## src/rtl/taxi_ram_port_arb.sv

```systemverilog
// taxi_ram_port_arb: round-robin arbiter sharing one taxi RAM port between
// PORTS requesters. Commands are registered once before the RAM and read data
// comes back two cycles after the transfer, tagged to the issuing port.
// A per-port lock keeps the grant for atomic multi-beat sequences.
// Optional feature macro TAXI_RAM_ARB_INIT_EN: zero-fill the whole RAM after
// reset before accepting any command.
module taxi_ram_port_arb #(
  parameter int PORTS  = 4,
  parameter int ADDR_W = 16,
  parameter int DATA_W = 16,
  parameter int STRB_W = DATA_W / 8
) (
  input  logic                     clk,
  input  logic                     rst_n,
  input  logic [PORTS-1:0]         req_valid,
  output logic [PORTS-1:0]         req_ready,
  input  logic [PORTS-1:0]         req_lock,
  input  logic [PORTS*ADDR_W-1:0]  req_addr,
  input  logic [PORTS-1:0]         req_wr_en,
  input  logic [PORTS*DATA_W-1:0]  req_wr_data,
  input  logic [PORTS*STRB_W-1:0]  req_wr_strb,
  output logic [PORTS-1:0]         rsp_valid,
  output logic [DATA_W-1:0]        rsp_data,
  output logic                     ram_en,
  output logic [ADDR_W-1:0]        ram_addr,
  output logic                     ram_wr_en,
  output logic [DATA_W-1:0]        ram_wr_data,
  output logic [STRB_W-1:0]        ram_wr_strb,
  input  logic [DATA_W-1:0]        ram_rd_data,
  output logic                     init_done
);

  localparam int ID_W = (PORTS > 1) ? $clog2(PORTS) : 1;

  if ((DATA_W % STRB_W) != 0) begin : g_strb_chk
    $fatal(1, "taxi_ram_port_arb: DATA_W must be divisible by STRB_W");
  end

  // Read-tracking tag carried alongside the RAM access.
  typedef struct packed {
    logic            rd;
    logic [ID_W-1:0] id;
  } rd_tag_t;

  logic [ID_W-1:0]   ptr;
  logic [ID_W-1:0]   lock_id;
  logic              lock_vld;
  logic [ID_W-1:0]   gnt_id;
  logic [ID_W-1:0]   scan_id;
  logic              gnt_hit;
  rd_tag_t           tag_s1;
  rd_tag_t           tag_s2;
  logic              init_wr;
  logic [ADDR_W-1:0] init_addr;

  // Grant selection: live lock owner first, else first valid port from ptr.
  always_comb begin
    // NOTE: defaults first so every path assigns and no latch is inferred.
    gnt_hit = 1'b0;
    gnt_id  = '0;
    scan_id = '0;
    if (init_done) begin
      if (lock_vld && req_valid[lock_id]) begin
        gnt_hit = 1'b1;
        gnt_id  = lock_id;
      end else begin
        for (int i = 0; i < PORTS; i++) begin
          scan_id = ID_W'((int'(ptr) + i) % PORTS);
          if (!gnt_hit && req_valid[scan_id]) begin
            gnt_hit = 1'b1;
            gnt_id  = scan_id;
          end
        end
      end
    end
  end

  // One-hot ready for the granted port only.
  always_comb begin
    req_ready = '0;
    for (int i = 0; i < PORTS; i++) begin
      req_ready[i] = gnt_hit && (gnt_id == ID_W'(i));
    end
  end

  // Priority pointer and lock owner follow each transfer.
  always_ff @(posedge clk or negedge rst_n) begin
    if (!rst_n) begin
      // NOTE: non-blocking assignments so all registers update together at the edge.
      ptr      <= '0;
      lock_vld <= 1'b0;
      lock_id  <= '0;
    end else if (gnt_hit) begin
      if (req_lock[gnt_id]) begin
        lock_vld <= 1'b1;
        lock_id  <= gnt_id;
      end else begin
        lock_vld <= 1'b0;
        ptr      <= (gnt_id == ID_W'(PORTS - 1)) ? '0 : gnt_id + 1'b1;
      end
    end else begin
      // No transfer means any lock owner has dropped valid.
      lock_vld <= 1'b0;
    end
  end

  // Command register in front of the RAM; payload holds when idle.
  always_ff @(posedge clk or negedge rst_n) begin
    if (!rst_n) begin
      ram_en      <= 1'b0;
      ram_wr_en   <= 1'b0;
      ram_addr    <= '0;
      ram_wr_data <= '0;
      ram_wr_strb <= '0;
    end else if (init_wr) begin
      ram_en      <= 1'b1;
      ram_wr_en   <= 1'b1;
      ram_addr    <= init_addr;
      ram_wr_data <= '0;
      ram_wr_strb <= '1;
    end else if (gnt_hit) begin
      ram_en      <= 1'b1;
      ram_wr_en   <= req_wr_en[gnt_id];
      ram_addr    <= req_addr[gnt_id*ADDR_W +: ADDR_W];
      ram_wr_data <= req_wr_data[gnt_id*DATA_W +: DATA_W];
      ram_wr_strb <= req_wr_strb[gnt_id*STRB_W +: STRB_W];
    end else begin
      ram_en    <= 1'b0;
      ram_wr_en <= 1'b0;
    end
  end

  // Two-stage read tag pipeline matching command register plus RAM latency.
  always_ff @(posedge clk or negedge rst_n) begin
    if (!rst_n) begin
      tag_s1 <= '0;
      tag_s2 <= '0;
    end else begin
      tag_s1.rd <= gnt_hit && !req_wr_en[gnt_id];
      tag_s1.id <= gnt_id;
      tag_s2    <= tag_s1;
    end
  end

  // Response strobe to the tagged port, RAM data passed straight through.
  always_comb begin
    rsp_valid = '0;
    rsp_data  = '0;
    if (tag_s2.rd) begin
      rsp_valid[tag_s2.id] = 1'b1;
      rsp_data             = ram_rd_data;
    end
  end

`ifdef TAXI_RAM_ARB_INIT_EN
  typedef enum logic {ST_INIT, ST_RUN} state_t;

  state_t            state;
  state_t            state_nxt;
  logic [ADDR_W-1:0] init_cnt;

  // State register and fill address counter.
  always_ff @(posedge clk or negedge rst_n) begin
    if (!rst_n) begin
      state    <= ST_INIT;
      init_cnt <= '0;
    end else begin
      state <= state_nxt;
      if (init_wr) init_cnt <= init_cnt + 1'b1;
    end
  end

  // Leave INIT once the last address has been written.
  always_comb begin
    state_nxt = state;
    if (state == ST_INIT && init_cnt == '1) state_nxt = ST_RUN;
  end

  // Fill writes while in INIT; arbitration only in RUN.
  always_comb begin
    init_wr   = (state == ST_INIT);
    init_done = (state == ST_RUN);
    init_addr = init_cnt;
  end
`else
  // Start arbitrating on the first clock after reset release.
  always_ff @(posedge clk or negedge rst_n) begin
    if (!rst_n) init_done <= 1'b0;
    else        init_done <= 1'b1;
  end

  assign init_wr   = 1'b0;
  assign init_addr = '0;
`endif

endmodule
```

## config.mk

```make
export PLATFORM = sky130hd
export DESIGN_NAME = taxi_ram_port_arb
export DESIGN_NICKNAME = d
export VERILOG_FILES = /design/src/rtl/taxi_ram_port_arb.sv
export SDC_FILE = /design/constraint.sdc
export NUM_CORES = 1
export LEC_CHECK = 0
export ABC_AREA = 0
export ABC_CLOCK_PERIOD_IN_PS = 6310
export CORE_UTILIZATION = 37
export DETAILED_ROUTE_END_ITERATION = 10
export PLACE_DENSITY = 0.9
export SYNTH_ARGS = -nofsm -noshare
export SYNTH_HDL_FRONTEND = slang
export SYNTH_SLANG_ARGS = --single-unit
```

## constraint.sdc

```tcl
create_clock -name clk -period 6.31 [get_ports clk]
set_input_delay 1.5775 -clock clk [delete_from_list [all_inputs] [get_ports clk]]
set_output_delay 1.5775 -clock clk [all_outputs]
set_load 0.02 [all_outputs]
```

=== Word level (Yosys, flattened, before mapping) ===
Index checks and enable logic that the tools add are counted.

* Flip-flop bits (word level): 48
* Input port bits: 166
* Output and inout bits: 61
* Word-level logic and storage cells: 90

* Add/subtract/negate cells: 4
* $lt $le $gt $ge: 8
* Equality and inequality tests: 3
* Shift operators: 3
* Mux-type cells: 41
* Bitwise gates (word level): 1
* Reductions and logical operators: 17

{| class="wikitable"
|+ Operators by type and width
! operator !! count
|-
| $shiftx A64 B7 Y16 || 2
|-
| $mux W1 || 24
|-
| $lt A2 B3 Y1 const B || 7
|-
| $mux W16 || 1
|-
| $bmux W1 S2 || 7
|-
| $mux W2 || 7
|-
| $logic_and A1 B1 Y1 || 10
|-
| $shiftx A8 B4 Y2 || 1
|-
| $add A2 B1 Y2 const B || 2
|-
| $add A2 B2 Y2 const B || 2
|-
| $eq A2 B2 Y1 const B || 2
|-
| $logic_not A1 Y1 || 4
|-
| $mux W4 || 1
|-
| $reduce_and A2 Y1 || 2
|-
| $demux W1 S2 || 1
|-
| $eq A2 B1 Y1 const B || 1
|-
| $ge A2 B1 Y1 const B || 1
|-
| $logic_not A2 Y1 || 1
|-
| $not A1 Y1 || 1
|}

=== Depth between registers and ports, before layout ===
* Depth after elaboration: 24
* Depth in mapped cells: 10
* Mapped depth without buffers: 8

=== Least setup slack after synthesis ===
Ideal clock, no wire load.

* Path kind: input to output
* From: in req_valid[2]
* To: out req_ready[0]
* Arrival: 3.211 ns
* Required time: 4.733 ns
* Path slack: 1.521 ns
* Cell stages on the path: 10
* Path buffers: 2
* Path through: or2_1 o31ai_4 inv_1 o211ai_2 o31ai_4 inv_1 buf_2 buf_2 ha_1 and2_1

* Elaborated cells on any way between the ends: 37
* Classes of those cells: mux (28); reduce/logical (9)

{| class="wikitable"
|+ RTL lines
! item !! line !! text
|-
| start, declared || 15 || <nowiki>input logic [PORTS-1:0] req_valid,</nowiki>
|-
| $bmux W1 S2 || 69 || <nowiki>if (!gnt_hit && req_valid[scan_id]) begin</nowiki>
|-
| $mux W1 (not written as such) || 69 ||
|-
| $mux W1 || 69 ||
|-
| $mux W1 || 63 || <nowiki>if (lock_vld && req_valid[lock_id]) begin</nowiki>
|-
| $mux W1 || 62 || <nowiki>if (init_done) begin</nowiki>
|-
| $logic_not A1 Y1 || 69 ||
|-
| $logic_and A1 B1 Y1 || 69 ||
|-
| $mux W1 || 69 ||
|-
| [6 not listed] || n/a ||
|-
| $mux W1 || 62 ||
|-
| $logic_not A1 Y1 || 69 ||
|-
| $logic_and A1 B1 Y1 || 69 ||
|-
| $mux W1 || 69 ||
|-
| $mux W1 * || 63 ||
|-
| $mux W1 * || 62 ||
|-
| via gnt_hit || 50 || <nowiki>logic gnt_hit;</nowiki>
|-
| $logic_and A1 B1 Y1 * || 82 || <nowiki>req_ready[i] = gnt_hit && (gnt_id == ID_W'(i));</nowiki>
|-
| end, declared || 16 || <nowiki>output logic [PORTS-1:0] req_ready,</nowiki>
|}

The timed path passes the listed nets; every way through them passes the cells marked *. The select of a mux whose other input is x is not followed.

=== Worst setup path in the final report ===
* From: in req_valid[3]
* To: out req_ready[0]

The elaborated chain is that of the path after synthesis.

==> reports/metrics.yaml <==
status: "finished, final reports clean"
globalRouteMet2Util_pct: 45.40
rsz0062_at_grt: "no"
netlist.area_leader.share_pct: 39.30
drt_iter0_drc: 143
grt_util_met3_pct: 6.650
grt_pass1_wl_um: 15880
area_growth_pct: 78.43
power_density_mw_per_mm2: 286.6
cts.repair.resized: 0
drt_first_pass_iters: 4
synth_edf_count: 0
clk_path_buf_depth: 2
grt_max_degree: 49
cp.required_ns: 4.73
critPathCaptureType: "output pin"
hold_depth: 0
avgSynthCellArea_um2: 10.69
ios: 227
rr_worst_depth: 8
p_leak_nw: 2.134
numPlacedInstances: 599
max_freq_mhz: 174.0
setup_viol: 0
die_h_um: 92.89
clock_skew_ns: 0.01102
holdWs_ns: 0.3537
clk_pin_slew_worst_paths_ns: 0.08
grt_pass1_vias: 3346
die_area_mm2: 0.008629
hold_viol: 0
r2r_start: "lock_id[1]$_DFFE_PN0P_"
avgViaCountPerCell: 5.209
cts_made_buffers: 5
min_path_type: "register to register"
crit_arrival_ns: 4.17
ys_types: 34
slew_violations: 0
worstMarginPinSlew_ns: 1.086
fin_crit_sh_pct: 91.09
worstReg2RegEnd: "ptr[1]$_DFFE_PN0P_"
met1_usage_pct: 23.61
setup_slack_ns: 0.5622
grt_usage_pct: 23.35
synth_top_area_cell: "dfrtp_1"
fin_crit_ns: 5.748
hpwl_um: 7890
synthArstFlopShare_pct: 100.0
dp_slack_ns: 0.5917
cts_tree: "done"
final_area_mm2: 0.005454
cp_max_fo: 8
die_x_um: 92.89
min-delay-start: "tag_s1[2]$_DFF_PN0_"
routed_wl_um: 10080
htree_levels: 2
syn_inst: 286
antenna_found_initial: 0
ys_seq_area_share_pct: 39.30
cts_hold_buf: 0
core_mm2: 0.007848
finalNonFillerCells: 607
placed_area_mm2: 0.005361
slew_headroom_pct: 27.57
busiest_layer: "met2"
synth_warnings: 0
num_rows: 32
synthesis.area_mm2: 0.003057
seqCellArea_mm2: 0.001201
grt_overflow: 0
drt-wirelength-per-cell_um: 16.60
r2r_slack_ns: 3.48
start_util_pct: 38.95
yosys_most_used_dff: "dfrtp_1"
cts_setup_buffers: 0
io_buffers: 226
drv_cap: 0
fill_cells: 609
clock_sinks: 48
place.gp.congestion: 0.8229
setup_tns_ns: 0
multiInputGateArea_mm2: 0.001708
ys_top_cells_by_area: "dfrtp_1 39%, mux2i_1 13%, mux2_2 13%"
clock_latency_ns: 0.29
start_kind: "primary input"
critPathKind: "primary input to output pin"
drive_gt1_share_pct: 11.29
num_vias: 3162
hold_end: "tag_s2[2]$_DFF_PN0_"
cts_root_buf: "clkbuf_8"
max-vdd-ir-drop_uv: 149.9
synth-seq-cells: 48
n_antenna_cell: 0
drc: 0
synth_nets: 456
final_antenna_net_count: 0
finish.net_count: 674
## cell usage after synthesis, drive strengths merged, types with 5 or more instances
library cell,instances
a22oi,33
and2,22
buf,13
clkbuf,8
dfrtp,48
inv,6
mux2,35
mux2i,41
nand2,5
nor2,7
o21ai,38
## where the power goes
part	internal (mW)	switching, mW	total [mW]
registers	0.420	0.0767	0.496
clock network	0.0876	0.0983	0.186
logic	0.461	0.419	0.881
## kinds of logic after synthesis
kind of cell | count (synthesis) | synth area share (%)
buffers and inverters | 27 | 5.075
flip-flops | 48 | 39.30
multiplexers | 76 | 26.44
other | 1 | 0.1227
adder cells (fa/ha/maj) | 4 | 1.637
AND/OR/NAND/NOR | 44 | 8.351
AO/OA/AOI/OAI | 86 | 19.07
## through the flow
stage	util (%)	total power [mW]
6_report	69.50	1.563
3_3_place_gp	68.32	1.363
3_5_place_dp	68.32	1.391
5_1_grt	69.50	1.666
2_1_floorplan	-	0.9815
4_1_cts	69.50	1.582
## worst max-delay path by stage
stage / startpoint / to / slack (ns)
2_1_floorplan: req_valid[2] / req_ready[0] / 1.52
3_3_place_gp: req_valid[3] / req_ready[0] / 0.70
3_5_place_dp: req_valid[3] / req_ready[0] / 0.59
4_1_cts: req_valid[3] / req_ready[0] / 0.59
5_1_grt: req_valid[3] / req_ready[0] / 0.40
6_report: req_valid[3] / req_ready[0] / 0.56
## cell type report
type | instances | area share [%]
timing repair buffer | 232 | 42.21
clock buffer | 6 | 1.514
clock inverter | 2 | 0.1835
inverter | 6 | 0.4129
sequential | 48 | 22.02
tap | 102 | 2.340
multi-input combinational | 211 | 31.31
## layer usage
| layer | wire, µm | vias up |
|---|---|---|
| met3 | 983 | 15 |
| li1 | - | 1491 |
| met1 | 3452 | 1481 |
| met5 | 0 | - |
| met2 | 5483 | 175 |
| met4 | 157 | 0 |
## critical path, cell delays in order
cell             delay (ns)
clkdlybuf4s50_1        0.54
or2_1                  0.20
o31ai_4                0.07
inv_1                  0.20
o211ai_2               0.15
o31ai_4                0.39
inv_1                  0.16
ha_1                   0.23
and2_1                 0.13
clkdlybuf4s50_1        0.53
## registers in the layout, indices dropped and copies added, names as in the netlist
register,cells
lock_id,2
ptr,2
ram_wr_data,16
tag_s1,3
ram_wr_strb,2
lock_vld,1
ram_addr,16
tag_s2,3
init_done,1
ram_wr_en,1
ram_en,1
## cell usage in the layout (no fill, tap or decap), types with 2 or more instances in the layout
cell type and count:
buf_4 6, nor2b_1 2, inv_1 6, o21ai_1 28, clkdlybuf4s50_1 225, and3b_1 2, o22ai_1 4, mux2i_1 40
clkbuf_8 6, nor2_1 6, nand2_1 5, clkinv_2 2, a21oi_1 4, mux2_2 34, a22oi_1 33, ha_1 4
and2_1 22, dfrtp_1 48, o31ai_4 2, o21ai_0 10
Note: power is estimated with default switching activity, not from simulation.
